## src/rtl/traffic_input_conditioner_pkg.sv

```systemverilog
// Shared traffic definitions: emergency FSM encoding, parameter defaults and
// the priority helper used by the input conditioner.
package traffic_input_conditioner_pkg;

    localparam int unsigned DEF_SHORT_CYC = 5;
    localparam int unsigned DEF_LONG_CYC  = 15;
    localparam int unsigned DEF_DEB_CYC   = 4;
    localparam int unsigned DEF_EMG_HOLD  = 20;
    localparam int unsigned NUM_LINES     = 4;

    typedef enum logic [0:0] {
        EMG_IDLE  = 1'b0,
        EMG_GRANT = 1'b1
    } emg_state_t;

    // One-hot of the lowest set bit; line 1 (bit 0) has the highest priority.
    function automatic logic [NUM_LINES-1:0] lowest_set(input logic [NUM_LINES-1:0] req);
        return req & (~req + NUM_LINES'(1));
    endfunction

endpackage

```

## src/rtl/btn_debounce.sv

```systemverilog
// Two-flop synchronizer followed by a counter debouncer for one raw button.
module btn_debounce
    import traffic_input_conditioner_pkg::*;
#(
    parameter int unsigned DEB_CYC = DEF_DEB_CYC
) (
    input  logic clk,
    input  logic reset,
    input  logic btn,
    output logic state
);

    localparam int unsigned CNT_W = (DEB_CYC > 1) ? $clog2(DEB_CYC) : 1;

    logic [1:0]       sync_q;
    logic [CNT_W-1:0] cnt_q;

    // Count consecutive synchronized samples that disagree with the debounced state.
    always_ff @(posedge clk or posedge reset) begin
        if (reset) begin
            sync_q <= '0;
            cnt_q  <= '0;
            state  <= 1'b0;
        end else begin
            sync_q <= {sync_q[0], btn};
            if (sync_q[1] == state) begin
                cnt_q <= '0;
            end else if (cnt_q == CNT_W'(DEB_CYC - 1)) begin
                state <= sync_q[1];
                cnt_q <= '0;
            end else begin
                cnt_q <= cnt_q + CNT_W'(1);
            end
        end
    end

endmodule

```

## src/rtl/traffic_input_conditioner.sv

```systemverilog
// Conditions four emergency buttons into one-at-a-time held requests and
// provides the short/long phase interval flags to the traffic controller.
module traffic_input_conditioner
    import traffic_input_conditioner_pkg::*;
#(
    parameter int unsigned SHORT_CYC = DEF_SHORT_CYC,
    parameter int unsigned LONG_CYC  = DEF_LONG_CYC,
    parameter int unsigned DEB_CYC   = DEF_DEB_CYC,
    parameter int unsigned EMG_HOLD  = DEF_EMG_HOLD
) (
    input  logic clk,
    input  logic reset,
    input  logic btn1,
    input  logic btn2,
    input  logic btn3,
    input  logic btn4,
    input  logic phase_start,
    output logic sw1,
    output logic sw2,
    output logic sw3,
    output logic sw4,
    output logic ts,
    output logic tl
);

    localparam int unsigned CNT_W  = $clog2(LONG_CYC + 1);
    localparam int unsigned HOLD_W = $clog2(EMG_HOLD + 1);

    logic [NUM_LINES-1:0] btn_raw;
    logic [NUM_LINES-1:0] deb;
    logic [NUM_LINES-1:0] deb_q;
    logic [NUM_LINES-1:0] rise_c;
    logic [NUM_LINES-1:0] pending_q;
    logic [NUM_LINES-1:0] clr_c;
    logic [NUM_LINES-1:0] sw_q;
    logic [NUM_LINES-1:0] sw_d;
    emg_state_t           state_q;
    emg_state_t           state_d;
    logic [HOLD_W-1:0]    hold_q;
    logic [HOLD_W-1:0]    hold_d;
    logic [CNT_W-1:0]     count_q;
    logic [CNT_W-1:0]     count_d;

    assign btn_raw = {btn4, btn3, btn2, btn1};

    for (genvar i = 0; i < NUM_LINES; i++) begin : g_deb
        btn_debounce #(
            .DEB_CYC (DEB_CYC)
        ) u_btn_debounce (
            .clk   (clk),
            .reset (reset),
            .btn   (btn_raw[i]),
            .state (deb[i])
        );
    end

    // Only debounced presses queue a request; releases are ignored.
    assign rise_c = deb & ~deb_q;

    always_ff @(posedge clk or posedge reset) begin
        if (reset) begin
            deb_q     <= '0;
            pending_q <= '0;
        end else begin
            deb_q     <= deb;
            pending_q <= (pending_q & ~clr_c) | rise_c;
        end
    end

    always_ff @(posedge clk or posedge reset) begin
        if (reset) begin
            state_q <= EMG_IDLE;
            hold_q  <= '0;
            sw_q    <= '0;
        end else begin
            state_q <= state_d;
            hold_q  <= hold_d;
            sw_q    <= sw_d;
        end
    end

    // Grant the highest-priority pending line and hold it without preemption.
    always_comb begin
        state_d = state_q;
        hold_d  = hold_q;
        sw_d    = sw_q;
        clr_c   = '0;
        case (state_q)
            EMG_IDLE: begin
                sw_d = '0;
                if (|pending_q) begin
                    state_d = EMG_GRANT;
                    hold_d  = HOLD_W'(EMG_HOLD);
                    sw_d    = lowest_set(pending_q);
                    clr_c   = lowest_set(pending_q);
                end
            end
            EMG_GRANT: begin
                if (hold_q == HOLD_W'(1)) begin
                    state_d = EMG_IDLE;
                    hold_d  = '0;
                    sw_d    = '0;
                end else begin
                    hold_d = hold_q - HOLD_W'(1);
                end
            end
            default: begin
                state_d = EMG_IDLE;
                hold_d  = '0;
                sw_d    = '0;
            end
        endcase
    end

    // Phase timer is held at zero for the whole emergency grant.
    always_comb begin
        count_d = count_q;
        if (phase_start || (state_d == EMG_GRANT)) begin
            count_d = '0;
        end else if (count_q != CNT_W'(LONG_CYC)) begin
            count_d = count_q + CNT_W'(1);
        end
    end

    always_ff @(posedge clk or posedge reset) begin
        if (reset) begin
            count_q <= '0;
            ts      <= 1'b0;
            tl      <= 1'b0;
        end else begin
            count_q <= count_d;
            ts      <= (count_d >= CNT_W'(SHORT_CYC));
            tl      <= (count_d >= CNT_W'(LONG_CYC));
        end
    end

    assign sw1 = sw_q[0];
    assign sw2 = sw_q[1];
    assign sw3 = sw_q[2];
    assign sw4 = sw_q[3];

endmodule

```

## config.mk

```make
export PLATFORM = sky130hd
export DESIGN_NAME = traffic_input_conditioner
export DESIGN_NICKNAME = d
export VERILOG_FILES = /design/src/rtl/traffic_input_conditioner_pkg.sv /design/src/rtl/btn_debounce.sv /design/src/rtl/traffic_input_conditioner.sv
export SDC_FILE = /design/constraint.sdc
export NUM_CORES = 1
export LEC_CHECK = 0
export ABC_CLOCK_PERIOD_IN_PS = 2000
export CAP_MARGIN = 10
export CORE_MARGIN = 10
export CORE_UTILIZATION = 35
export DETAILED_ROUTE_END_ITERATION = 12
export GPL_ROUTABILITY_DRIVEN = 0
export MAX_ROUTING_LAYER = met4
export PLACE_DENSITY_LB_ADDON = 0.08
export SKIP_CTS_REPAIR_TIMING = 1
export SYNTH_ARGS = -nofsm -noshare
export SYNTH_HDL_FRONTEND = slang
export SYNTH_SLANG_ARGS = --single-unit
```

## constraint.sdc

```tcl
create_clock -name clk -period 2 [get_ports clk]
set_clock_uncertainty 0.15 [all_clocks]
set_input_delay 0.2 -clock clk [delete_from_list [all_inputs] [get_ports clk]]
set_output_delay 0.2 -clock clk [all_outputs]
set_load 0.1 [all_outputs]
```

==> run metrics, run 1 <==
Pre-antenna DRT Iters=4; CP endpoint kind=flip-flop; Avg Cell Area, Syn=12.8 sq um; worst rel slew slack=70.6%; CP arrival=1880 ps; Num CTS Buffers=5; H-tree levels=2; cell with the most instances after synthesis=dfrtp_1; FF+latch count, synth=44; Layout area overhead=17.6%; status=finished, final reports clean; TNS Setup=0 ps; switching pwr=998 uW; CP Max Fanout=6; Final Hold Viols=0; GRT Util Overall=7.84%; number of global-route vias before repair=1120; post-DP HPWL=2110 um; worst r2r src=count_q[1]$_DFF_PP0_; Die Wd=91.5 um; DRC viols=0; placed cells=220; DR WL/cell=12.7 um; Flop pwr share=49.0%; CP Class=flip-flop to flip-flop; Comb pwr share=27.8%; R2R Setup Slk=150 ps; CP startpoint kind=flip-flop; dominant synthesized flop cell=dfrtp_1; Post-synth EDFFs=0; DR iter-0 viols=31; internal power=1830 uW; Distinct cells, synth=35; Synth area leaders=dfrtp_1 61%, ha_1 4.9%, o21ai_0 3.1%, xnor2_1 2.4%, inv_1 2.3%; R2R cell count=4; root buffer cell=clkbuf_8; Initial Util=36.9%; sequential share of the synthesized area=61.5%; post-synthesis async set-or-reset flop share=100%; PortBufs=12; Final setup viols=0; pin count of the biggest net entering global routing=26; post-route ant nets=0; fin. max-slew vios=0; syn nets=154; Max Freq=542 MHz; hold crit path type=input pin to asynchronous set/reset pin; Synth Warn #=0; Post-synth top cells=44 x dfrtp_1, 11 x inv_1, 11 x o21ai_0, 9 x nand2_1, 9 x nor2_1; Critical Path RT=2040 ps; CTS max path bufs=2; CTS tree=done; Vias/cell=4.71; fin cells=228; nets=174; slew at the pin with the worst max-slew slack=440 ps; first-pass GRT wire length=5150 um; Clk Latency, worst-skew pair=290 ps; Period Utilization, post-route=92.3%; core area=4850 sq um; r2r endpoint=tl$_DFF_PP0_; leakage=0.000935 uW; unrepaired setup endpoints after global routing=false; GRT Residual Overflow=0; share of post-route cells with drive strength above 1=16.8%; pwr/cell area=1340 nW/um^2; initial antenna violation count=0; vias=1074; Yosys top cell area share=61.5%; Yosys top cell by area=dfrtp_1; I/O pin total=13; peak supply drop=0.534 mV; clock-pin slew on the worst setup and hold paths=80 ps; clock network fraction of total power=23.3%; ANT cells=0; cell count after synthesis=140; Die Area=8380 sq um; # rows=25; sw frac=35.3%; clk sinks=44; Cell Area, Synth=1790 sq um; max cap viols=0; Routed WL=2900 um; Die Y=91.5 um; Final min period=1850 ps
through the flow:
step                      power (uW)  cell area [sq um]  setup slack, ps  util (%)  hold WS, ps
final                           2830               2110              154      43.4         94.8
after global routing            3030               2110             58.6      43.4          117
after CTS                       2870               2100              149      43.3         97.2
after detailed placement        2200               1990              173      41.1          186
after global placement          2170               1990              221      41.1          182
after floorplan                 2000               1790              215         -         81.4
metal layers:
metal / up-vias / wire (um) / GRT usage [%]
met2: 18 / 1310 / 11.4
met3: 5 / 105 / 3.05
met5: - / 0 / -
met1: 523 / 1430 / 9.43
met4: 0 / 49 / 3.26
li1: 528 / - / -
state kept, by name (all words and copies together) (netlist names):
name / count
g_deb.u_btn_debounce.cnt_q: 8
g_deb.u_btn_debounce.sync_q: 8
hold_q: 5
count_q: 4
deb_q: 4
g_deb.u_btn_debounce.state: 4
pending_q: 4
sw_q: 4
state_q: 1
tl: 1
ts: 1
worst max-delay path, cell delays in order, from the launching register on:
cell and delay, ps:
dfrtp_1 440, ha_1 250, and2_4 180, or3b_4 380
a2111oi_4 340
layout by cell type (no fill, tap or decap), types with 6 or more instances in the layout:
cell | netlist | routed
clkdlybuf4s50_1 | 0 | 6
o21ai_0 | 11 | 11
buf_4 | 0 | 9
nor2_1 | 9 | 9
nand2_1 | 9 | 9
ha_1 | 7 | 7
dfrtp_1 | 44 | 44
inv_1 | 11 | 10
worst max path at each step:
stage / slack, ps / end / startpoint / cells after the start
after floorplan: 210 / tl$_DFF_PP0_ / count_q[0]$_DFF_PP0_ / 4
after global placement: 220 / tl$_DFF_PP0_ / count_q[1]$_DFF_PP0_ / 4
after detailed placement: 170 / ts$_DFF_PP0_ / count_q[1]$_DFF_PP0_ / 4
after CTS: 150 / ts$_DFF_PP0_ / count_q[1]$_DFF_PP0_ / 4
after global routing: 60 / tl$_DFF_PP0_ / hold_q[1]$_DFFE_PP0P_ / 5
final: 150 / tl$_DFF_PP0_ / count_q[1]$_DFF_PP0_ / 4
final cells by class:
class,instances,area [sq um]
inverters,11,41.3
well taps,67,83.8
fillers,455,2740
clock inverters,2,35.0
flip-flops and latches,44,1100
clock buffers,6,72.6
multi-input cells,83,644
repair buffers,15,128
logic make-up after synthesis:
family	Yosys count	share of synthesized area, %
buffers and inverters	13	2.87
and+or+nand+nor	39	13.6
adders and majority gates	7	4.89
AOI/OAI and AO/OA	28	12.4
xor gates and xnor gates	6	2.93
muxes	3	1.75
DFF	44	61.5
power groups by stage:
stage / logic (uW) / clock network [uW] / registers [uW]
finish: 785 / 658 / 1380
global route: 879 / 726 / 1420
CTS: 799 / 683 / 1390
detailed placement: 792 / 0 / 1400
global placement: 771 / 0 / 1390
floorplan: 480 / 0 / 1520
Note: power is estimated with default switching activity, not from simulation.
==> run 2, diff against run 1 <==
--- a/config.mk
+++ b/config.mk
@@ -8,7 +8,7 @@
 export ABC_CLOCK_PERIOD_IN_PS = 2000
 export CAP_MARGIN = 10
 export CORE_MARGIN = 10
-export CORE_UTILIZATION = 35
+export CORE_UTILIZATION = 56
 export DETAILED_ROUTE_END_ITERATION = 12
 export GPL_ROUTABILITY_DRIVEN = 0
 export MAX_ROUTING_LAYER = met4
==> run metrics, run 2 (synthesis gave the netlist of run 1 again) <==
DR iter-0 viols=36 (+16%); slew at the pin with the worst max-slew slack=471 ps (+30.9 ps); share of post-route cells with drive strength above 1=15.6% (-1.1 points); GRT Util Overall=11.2% (+3.3 points); ANT cells=0 (unchanged); Num CTS Buffers=5 (unchanged); met3 wire len=117 um (+11%); post-route ant nets=0 (unchanged); Post-DP Area=1970 sq um (-1.2%); Multi-input gate area=638 sq um (-0.97%); most common cell after layout, fill and taps aside=dfrtp_1; leakage=0.000939 uW (+0.43%); CP Max Fanout=6 (unchanged); top flop regs=g_deb.u_btn_debounce.cnt_q (8), g_deb.u_btn_debounce.sync_q (8), hold_q (5); core area=3050 sq um (-37%); most frequent cells in the layout=44 x dfrtp_1, 11 x inv_1, 11 x o21ai_0; CP arrival=1970 ps (+90 ps); Vias/cell=5.44 (+15%); CTS tree=done; Final Hold Viols=0 (unchanged); Initial Util=58.6% (+22 points); highest metal used=met4; clock-pin slew on the worst setup and hold paths=120 ps (+40 ps); number of global-route vias before repair=1168 (+4.3%); GRT Residual Overflow=0 (unchanged); first-pass GRT wire length=5290 um (+2.5%); DR WL/cell=14.4 um (+13%); Setup WS pre-CTS=148 ps (-25.1 ps); worst rel slew slack=68.2% (-2.5 points); Sequential cell area=1100 sq um (unchanged); Clk Latency, worst-skew pair=340 ps (+50 ps); root buffer cell=clkbuf_4; peak supply drop=0.744 mV (+39%); pwr/cell area=1360 nW/um^2 (+1.5%); setup ws final=114 ps (-40.3 ps); clk sinks=44 (unchanged); Pre-antenna DRT Iters=5 (+1); H-tree levels=2 (unchanged); CTS max path bufs=2 (unchanged); WL met1=1290 um (-9.6%); CP endpoint kind=flip-flop; Die Wd=76.5 um (-16%); Period Utilization, post-route=94.3% (+2.0 points); max cap viols=0 (unchanged); Critical Path RT=2080 ps (+40 ps); fin. max-slew vios=0 (unchanged); status=finished, final reports clean; CP startpoint kind=flip-flop; Routed WL=2930 um (+1.0%); nets=174 (unchanged); unrepaired setup endpoints after global routing=false; post-DP HPWL=2090 um (-0.74%); Max Freq=530 MHz (-2.1%); cell area after layout=2080 sq um (-1.4%); initial antenna violation count=0 (unchanged); Die Y=76.5 um (-16%); Die Area=5860 sq um (-30%); pin count of the biggest net entering global routing=39 (+50%); Fillers=240 (-47%); Final setup viols=0 (unchanged); hold crit path type=input pin to flip-flop; Final min period=1890 ps (+40.3 ps); vias=1109 (+3.3%); Layout area overhead=15.9%; met2 WL post-DR=1510 um (+15%); PortBufs=12 (unchanged); DRC viols=0 (unchanged); # rows=20 (-20%); TNS Setup=0 ps (unchanged); I/O pin total=13 (unchanged); CP Class=flip-flop to flip-flop
==> run 2: final cells by class <==
type / count / area share, %
clock buffer: 5 / 1.81
sequential: 44 / 53.0
clock inverter: 2 / 2.89
inverter: 11 / 1.99
tap: 44 / 2.65
timing repair buffer: 15 / 6.87
multi-input combinational: 83 / 30.7
==> run 2: worst paths after layout <==
kind	from	endpoint	slack (ps)	cells past startpoint
setup reg to reg	count_q[1]$_DFF_PP0_	tl$_DFF_PP0_	110	4
min in group asynchronous	reset	count_q[3]$_DFF_PP0_	500	3
setup / recovery	count_q[1]$_DFF_PP0_	tl$_DFF_PP0_	110	4
max in group asynchronous	reset	hold_q[4]$_DFFE_PP0P_	720	4
hold / removal	btn4	g_deb[3].u_btn_debounce.sync_q[0]$_DFF_PP0_	130	1
hold reg to reg	g_deb[2].u_btn_debounce.sync_q[0]$_DFF_PP0_	g_deb[2].u_btn_debounce.sync_q[1]$_DFF_PP0_	210	0
==> run 2: metrics by stage <==
stage / hold slack, ps / util, % / cells / total power, uW
after floorplan: 81.4 / - / 140 / 2000
after global routing: 116 / 68.0 / 204 / 3020
final: 132 / 68.0 / 204 / 2830
after global placement: 183 / 64.5 / 196 / 2160
after CTS: -61.3 / 67.7 / 203 / 2870
after detailed placement: 187 / 64.5 / 196 / 2210
==> run 2: layer usage <==
metal | global-route usage, % | up-vias
li1 | - | 531
met1 | 12.1 | 555
met2 | 18.9 | 21
met3 | 4.13 | 2
met4 | 2.97 | 0
met5 | - | -
==> run 2: critical path: stages, from the launching register on <==
cell,delay [ps]
dfrtp_1,450
ha_1,260
and2_4,190
or3b_4,380
a2111oi_4,350
==> run 2: where the power goes <==
part	internal [uW]	total, uW	switching, uW
Combinational	320	799	479
Sequential	1140	1390	243
Clock	383	645	262
==> run 3, diff against run 2 <==
--- a/config.mk
+++ b/config.mk
@@ -10,7 +10,6 @@
 export CORE_MARGIN = 10
 export CORE_UTILIZATION = 56
 export DETAILED_ROUTE_END_ITERATION = 12
-export GPL_ROUTABILITY_DRIVEN = 0
 export MAX_ROUTING_LAYER = met4
 export PLACE_DENSITY_LB_ADDON = 0.08
 export SKIP_CTS_REPAIR_TIMING = 1
==> results of run 3 <==
Final layout, timing and power as in run 2 (identical DEF).
